--- src/rtl/mul_resp_if.sv ---
// Payload types and the requester-facing bundle for the mulit/mulot multiplier port.
// muli carries requests in; gnt, mulo and done carry the response back.
package mul_resp_pkg;
  localparam int unsigned OP_W   = 27;
  localparam int unsigned PROD_W = 54;

  typedef struct packed {
    logic              en;
    logic [OP_W-1:0]   req_in_1;
    logic [OP_W-1:0]   req_in_2;
  } mulit_t;

  typedef struct packed {
    logic [PROD_W-1:0] out;
  } mulot_t;
endpackage

interface mul_resp_if #(parameter int unsigned NREQ = 2);
  import mul_resp_pkg::*;

  mulit_t            muli [NREQ];
  logic [NREQ-1:0]   gnt;
  mulot_t            mulo [NREQ];
  logic [NREQ-1:0]   done;

  modport master (output muli, input gnt, mulo, done);
  modport slave  (input muli, output gnt, mulo, done);
endinterface

--- src/rtl/mul_resp.sv ---
// Round-robin arbiter feeding one shared pipelined 27x27 unsigned multiplier;
// each product lands in the granted requester's mulo register with a done pulse.
module mul_resp
  import mul_resp_pkg::*;
#(
  parameter int unsigned NREQ = 2,
  parameter int unsigned LAT  = 3
) (
  input  logic       clk,
  input  logic       reset,
  mul_resp_if.slave  bus,
  input  logic       flush,
  output logic       busy
);

  localparam int unsigned IDW = (NREQ > 1) ? $clog2(NREQ) : 1;

  logic [IDW-1:0]    ptr;
  logic [IDW-1:0]    gid;
  logic [IDW-1:0]    idx;
  logic              found;

  logic              iss_vld;
  logic [IDW-1:0]    iss_id;
  logic [PROD_W-1:0] iss_prod;

  logic              fin_vld;
  logic [IDW-1:0]    fin_id;
  logic [PROD_W-1:0] fin_prod;
  logic              stage_busy;

  logic [NREQ-1:0]   done_q;
  logic [PROD_W-1:0] out_q [NREQ];

  // Rotating-priority search starting at ptr; no grant under reset or flush.
  always_comb begin
    found = 1'b0;
    gid   = '0;
    idx   = '0;
    for (int unsigned off = 0; off < NREQ; off++) begin
      idx = IDW'((32'(ptr) + off) % NREQ);
      if (!found && bus.muli[idx].en) begin
        found = 1'b1;
        gid   = idx;
      end
    end
    if (!reset || flush) found = 1'b0;
  end

  always_comb begin
    bus.gnt = '0;
    if (found) bus.gnt[gid] = 1'b1;
  end

  always_ff @(posedge clk or negedge reset) begin
    if (!reset) begin
      ptr <= '0;
    end else if (found) begin
      ptr <= (gid == IDW'(NREQ - 1)) ? '0 : gid + IDW'(1);
    end
  end

  // Product is formed at issue; the stage registers below give retiming room.
  assign iss_vld  = found;
  assign iss_id   = gid;
  assign iss_prod = PROD_W'(bus.muli[gid].req_in_1) * PROD_W'(bus.muli[gid].req_in_2);

  if (LAT == 1) begin : g_nopipe
    assign fin_vld    = iss_vld;
    assign fin_id     = iss_id;
    assign fin_prod   = iss_prod;
    assign stage_busy = 1'b0;
  end else begin : g_pipe
    logic [LAT-2:0] stg_vld;

    for (genvar k = 0; k < LAT - 1; k++) begin : g_stg
      logic              vld;
      logic [IDW-1:0]    id;
      logic [PROD_W-1:0] prod;
      logic              in_vld;
      logic [IDW-1:0]    in_id;
      logic [PROD_W-1:0] in_prod;

      if (k == 0) begin : g_src
        assign in_vld  = iss_vld;
        assign in_id   = iss_id;
        assign in_prod = iss_prod;
      end else begin : g_src
        assign in_vld  = g_stg[k-1].vld;
        assign in_id   = g_stg[k-1].id;
        assign in_prod = g_stg[k-1].prod;
      end

      always_ff @(posedge clk or negedge reset) begin
        if (!reset) begin
          vld  <= 1'b0;
          id   <= '0;
          prod <= '0;
        end else begin
          vld  <= in_vld & ~flush;
          id   <= in_id;
          prod <= in_prod;
        end
      end

      assign stg_vld[k] = vld;
    end

    assign fin_vld    = g_stg[LAT-2].vld;
    assign fin_id     = g_stg[LAT-2].id;
    assign fin_prod   = g_stg[LAT-2].prod;
    assign stage_busy = |stg_vld;
  end

  // Final stage: per-requester result register and one-cycle completion pulse.
  always_ff @(posedge clk or negedge reset) begin
    if (!reset) begin
      done_q <= '0;
      out_q  <= '{default: '0};
    end else begin
      done_q <= '0;
      if (fin_vld && !flush) begin
        done_q[fin_id] <= 1'b1;
        out_q[fin_id]  <= fin_prod;
      end
    end
  end

  for (genvar i = 0; i < NREQ; i++) begin : g_out
    assign bus.mulo[i].out = out_q[i];
  end

  assign bus.done = done_q;
  assign busy     = stage_busy | (|done_q);

endmodule

--- src/flat_wrapper.sv ---
// flat-port wrapper written by rule: the top's interface ports become plain ports
module mul_resp_flat import mul_resp_pkg::*;
#(
  parameter int unsigned NREQ = 2,
  parameter int unsigned LAT  = 3
)
  (clk, reset, flush, busy, bus_muli, bus_gnt, bus_mulo, bus_done);
  mul_resp_if #(.NREQ(NREQ)) bus_i ();
  input  logic clk;
  input  logic reset;
  input  logic flush;
  output logic busy;
  input wire logic [$bits(bus_i.muli)-1:0] bus_muli;
  output wire logic [$bits(bus_i.gnt)-1:0] bus_gnt;
  output wire logic [$bits(bus_i.mulo)-1:0] bus_mulo;
  output wire logic [$bits(bus_i.done)-1:0] bus_done;
  assign bus_i.muli = {>>{bus_muli}};
  assign bus_gnt = bus_i.gnt;
  assign bus_mulo = {>>{bus_i.mulo}};
  assign bus_done = bus_i.done;
  mul_resp #(.NREQ(NREQ), .LAT(LAT)) u_core (.clk(clk), .reset(reset), .bus(bus_i), .flush(flush), .busy(busy));
endmodule
--- config.mk ---
export PLATFORM = sky130hd
export DESIGN_NAME = mul_resp_flat
export DESIGN_NICKNAME = d
export VERILOG_FILES = /design/src/rtl/mul_resp_if.sv /design/src/rtl/mul_resp.sv /design/src/flat_wrapper.sv
export SDC_FILE = /design/constraint.sdc
export NUM_CORES = 2
export LEC_CHECK = 0
export BUFFER_PORTS_ARGS = -buffer_cell sky130_fd_sc_hd__buf_2
export CORE_ASPECT_RATIO = 1.1
export CORE_MARGIN = 1
export CORE_UTILIZATION = 55
export DETAILED_ROUTE_END_ITERATION = 10
export MAX_ROUTING_LAYER = met4
export PLACE_DENSITY = 0.83
export SLEW_MARGIN = 20
export SYNTH_ARGS = -nofsm -noshare
export SYNTH_HDL_FRONTEND = slang
export SYNTH_SLANG_ARGS = --single-unit
--- constraint.sdc ---
create_clock -name clk -period 9.5 [get_ports clk]
set_clock_uncertainty 0.15 [all_clocks]
set_input_delay 1.9 -clock clk [delete_from_list [all_inputs] [get_ports clk]]
set_output_delay 1.9 -clock clk [all_outputs]
set_load 0.005 [all_outputs]
Yosys cells after proc, flatten, opt, wreduce, memory -nomap -nowiden
Index checks and enable logic that the tools add are counted.
W data, S select, Z words.

storage, ports and cells
  bits in registers = 223
  input port bits = 113
  word-level logic and storage cells = 65

cells by class
  add/sub/neg operators = 2
  multipliers = 1
  order comparisons = 9
  multiplexer cells = 24
  bitwise gates (word level) = 8
  reductions and logical operators = 11

operators with widths
  operator               number
  $mux W55               6
  $mux W54               4
  $bwmux W108            1
  $demux W54 S1          1
  $mul A27 B27 Y54       1
  $ge A2 B2 Y1 const B   4
  $mux W1                8
  $not A1 Y2             4
  $logic_and A1 B1 Y1    5
  $lt A1 B2 Y1 const B   2
  $mux W2                2
  $reduce_or A2 Y1       2
  $logic_not A1 Y1       3
  $add A1 B1 Y1 const B  2
  $and A1 B1 Y1          2
  $demux W1 S1           2
  $ge A1 B1 Y1 const B   2
  $lt A2 B1 Y1 const B   1
  $logic_or A1 B1 Y1     1
  $not A1 Y1             1
  $or A1 B1 Y1           1

Depth between registers and ports, before layout
  depth after elaboration = 13
  depth in mapped cells = 31
  mapped depth without buffers = 28

Worst setup path after synthesis
No wires, ideal clock.

  path type = in2reg
  from = input port bus_muli[109]
  to = register u_core.g_pipe.g_stg[0].prod[51]
  setup time = 0.080 ns
  arrival = 9.157 ns
  required time = 9.270 ns
  setup slack = 0.113 ns
  stages = 30
  path buffers = 4
  cells stage by stage = inv_1 -> o21ai_0 -> buf_2 -> buf_2 -> clkbuf_1 -> nand2_1 -> nand2_1 -> clkbuf_1 -> nand2_1 -> fa_1 -> inv_1 -> fa_1 -> inv_1 -> fa_1 -> fa_1 -> inv_1 -> fa_1 -> fa_1 -> inv_1 -> fa_1 -> inv_1 -> ha_1 -> a21o_2 -> o21bai_1 -> a2111oi_4 -> nand3_2 -> a221oi_2 -> a21oi_1 -> o41ai_2 -> xnor2_1

on the way
  word-level cells in the longest chain between the ends = 12

ends and longest elaborated chain
  what                                            line                RTL
  start: declaration                              flat_wrapper.sv:13  input wire logic [$bits(bus_i.muli)-1:0] bus_muli;
  $mux W55 (implied by the code) (3 in series)    mul_resp.sv:42      if (!found && bus.muli[idx].en) begin
  $mux W1                                         mul_resp.sv:42
  $logic_not A1 Y1                                mul_resp.sv:42
  $logic_and A1 B1 Y1                             mul_resp.sv:42
  $mux W1 *                                       mul_resp.sv:42
  $not A1 Y2 (implied by the code) *              mul_resp.sv:66      assign iss_prod = PROD_W'(bus.muli[gid].req_in_1) * PROD_W'(bus.muli[gid].req_in_2);
  $mux W54 (implied by the code) * (3 in series)  mul_resp.sv:66
  $mul A27 B27 Y54 *                              mul_resp.sv:66
  named net u_core.g_pipe.g_stg[0].in_prod[51]    mul_resp.sv:82      logic [PROD_W-1:0] in_prod;
  end signal: assignment                          mul_resp.sv:102     prod <= in_prod;
  end: declaration                                mul_resp.sv:79      logic [PROD_W-1:0] prod;

Mark *: on every way through the listed nets, which the timed path passes. The rest lies on a longest branch. The select of a mux whose other input is x is not followed.
A chain may end at the register's enable or synchronous reset.

Final worst setup path
  from = input port bus_muli[109]
  to = register u_core.g_pipe.g_stg[0].prod[53]

The elaborated chain is that of the path after synthesis.

==> results.sh <==
export IMPL_run_status="complete, no violations"
export IMPL_cts_hold_fix_buffers=0
export IMPL_hold_violations=0
export IMPL_detailedPlace_worstSlack_ps=-35.0
export IMPL_syn_nets=4317
export IMPL_place_detailed_hpwl_mm=76.7
export IMPL_core_area_mm2=0.0552
export IMPL_synthDominantCellAreaShare_pct=40.4
export IMPL_kind_of_critical_path="in2reg"
export IMPL_cts_resized_gates=0
export IMPL_critical_path_endpoint_type="flop"
export IMPL_critical_path_slowest_cell="fa_1"
export IMPL_die_area_mm2=0.0572
export IMPL_yosys_area_share_xor_xnor_pct=1.42
export IMPL_crit_fanout=11
export IMPL_cts_setup_buffers=0
export IMPL_synth_edff_count=0
export IMPL_finalCriticalPeriod_ps=9120
export IMPL_required_ps=9710
export IMPL_drt_wl_total_mm=90.3
export IMPL_clk_pin_slew_ps=60
export IMPL_worst_path_most_repeated_cell="fa_1"
export IMPL_finalSetupViolCount=0
export IMPL_area_growth_pct=13.9
export IMPL_die_y_um=251
export IMPL_post_dp_cell_area_mm2=0.0345
export IMPL_synthMuxAreaShare_pct=3.42
export IMPL_synth_area_per_cell_um2=9.13
export IMPL_grt_util_all_layers_pct=33.6
export IMPL_startpoint_type="primary input"
export IMPL_fmaxAchievable_mhz=110
export IMPL_combinational_family_with_the_most_area_after_synthesis="adder cells"
export IMPL_worst_pin_slew_ps=1010
export IMPL_yosys_area_share_adder_pct=48.2
export IMPL_postLayoutCellArea_mm2=0.0352
export IMPL_grt_overflow=0
export IMPL_critical_path_max_stage_delay_ps=560
export IMPL_post_synth_and_or_nand_nor_area_fraction_pct=15.0
export IMPL_ys_warn_count=0
export IMPL_layout_setup_ws_ps=379
export IMPL_vias_in_the_first_global_route=26586
export IMPL_pre_repair_dr_iteration_count=6
export IMPL_clock_tree_buffer_depth=3
export IMPL_antenna_violating_nets_post_route=0
export IMPL_synth_largest_area_cell="fa_1"
export IMPL_die_w_um=228
export IMPL_timing_final_crit_share_pct=96.0
export IMPL_grt_first_pass_wirelength_mm=142
export IMPL_antenna_violations_before_repair=8
export IMPL_synth_compound_area_share_pct=3.35
export IMPL_number_of_primary_i_o_pins=226
export IMPL_remaining_drc_errors=0
export IMPL_dominantRegCellSynth="dfrtp_1"
export IMPL_gp_congestion=1.06
export IMPL_placement_rows=90
export IMPL_rrSetupSlack_ps=1500
export IMPL_postSynthCellCount=3387
export IMPL_place_port_buffers=225
export IMPL_clock_latency_ps=490
export IMPL_dp_cells=4432
export IMPL_post_synthesis_cell_type_count=61
export IMPL_wl_per_cell_um=20.2
export IMPL_cts_tree="built"
export IMPL_worstHoldPathType="reg2reg"
export IMPL_start_util_pct=56.0
export IMPL_synth_cells_most_frequent="807 x nand2_1, 719 x inv_1, 624 x fa_1"
export IMPL_post_route_cells_drive_above_1_share_pct=14.9
export IMPL_number_of_nets_in_the_finished_design=4650
export IMPL_final_max_slew_viol_count=0
export IMPL_synthMostInstantiatedCell="nand2_1"
export IMPL_synth_area_leaders="fa_1 40%, dfrtp_1 18%, nand2_1 9.8%"
export IMPL_syn_area_mm2=0.0309
export IMPL_cts_htree_levels=1
export IMPL_number_of_max_cap_violations=0
export IMPL_max_slew_headroom_at_the_worst_pin_pct=32.8
export IMPL_synth_async_sr_flop_share_pct=100
export IMPL_yosys_register_bits=223
export IMPL_cts_root_buffer_cell="clkbuf_16"
export IMPL_stdcell_count=4479
export IMPL_vias_per_cell=5.52
export IMPL_grt_start_max_net_pins=86
export IMPL_detailedRoute_firstIterationViolations=2087
export IMPL_clock_sinks=223
export IMPL_synth_seq_area_share_pct=18.0
export IMPL_crit_arrival_ps=9330
export IMPL_setup_repair_after_global_routing_missed_its_margin="no"
export IMPL_tritoncts_num_buffers=22
export IMPL_routed_via_count=24706
sequential cells by signal, indices dropped and copies added, names as in the netlist:
register / cells
u_core.bus.done: 2
u_core.bus.mulo: 108
u_core.fin_id: 1
u_core.fin_prod: 54
u_core.fin_vld: 1
u_core.g_pipe.g_stg.id: 1
u_core.g_pipe.g_stg.prod: 54
u_core.g_pipe.g_stg.vld: 1
u_core.ptr: 1
cell usage in the layout, fill, tap and decap left out, types with 15 or more instances in the layout:
cell type,synthesis,layout
a21o_1,30,30
buf_4,1,201
nand4_1,16,16
buf_2,2,224
mux2_2,54,54
xor2_1,15,15
o21ai_0,21,20
buf_12,0,26
inv_1,719,718
dfrtp_1,223,223
clkbuf_16,0,22
nand2_1,807,807
mux2i_1,45,42
ha_1,193,193
a21oi_1,48,48
fa_1,624,624
xnor2_1,35,35
and2_1,23,23
nor2_1,286,286
worst max-delay path, delay by kind of cell:
| family | cells | cell delay [ps] |
|---|---|---|
| AO/OA/AOI/OAI | 6 | 1540 |
| XOR/XNOR | 1 | 170 |
| adder cells (fa/ha/maj) | 8 | 3880 |
| buffers and inverters | 11 | 1090 |
| AND/OR/NAND/NOR | 5 | 720 |
cells by family (layout without fill, tap and decap cells):
| group | count (synthesis) | count (layout) |
|---|---|---|
| AOI/OAI and AO/OA | 155 | 155 |
| xor gates and xnor gates | 50 | 50 |
| adders and majority gates | 817 | 817 |
| buffers and inverters | 863 | 1212 |
| DFF | 223 | 223 |
| muxes | 99 | 99 |
| other | 0 | 7 |
| and+or+nand+nor | 1180 | 1180 |
per-layer routing:
| layer | vias up | routed length [µm] | track usage [%] |
|---|---|---|---|
| met2 | 1290 | 45600 | 56.5 |
| met5 | - | 0 | - |
| met1 | 12402 | 29900 | 37.3 |
| li1 | 10600 | - | - |
| met3 | 414 | 7180 | 4.12 |
| met4 | 0 | 7690 | 23.3 |
path summary, 6_finish.rpt:
path / startpoint / end / depth (start not counted)
min: u_core.g_pipe.g_stg[0].prod[31] / u_core.fin_prod[31] / 0
max: bus_muli[109] / u_core.g_pipe.g_stg[0].prod[53] / 31
max reg2reg: u_core.ptr / u_core.g_pipe.g_stg[0].prod[53] / 29
min reg2reg: u_core.g_pipe.g_stg[0].prod[31] / u_core.fin_prod[31] / 0
min in group asynchronous: reset / u_core.bus.mulo[16] / 1
max in group asynchronous: reset / u_core.g_pipe.g_stg[0].prod[25] / 2
per-stage QoR:
stage,TNS (ps),utilization [%],hold WS (ps)
6_report,0,63.8,186
5_1_grt,0,63.8,200
4_1_cts,0,63.8,191
3_5_place_dp,-36.8,62.5,185
3_3_place_gp,0,62.5,181
2_1_floorplan,0,-,181
cell type report:
class	count	area, µm²
diodes	7	17.5
clock buffers	34	646
clock inverters	6	76.3
fillers	4441	20000
inverters	720	2700
multi-input cells	2301	22100
flip-flops and latches	223	5580
well taps	736	921
repair buffers	452	3170
Power is not shown: default switching activity piles up to over one toggle a cycle in this logic, so the estimate is an artifact.
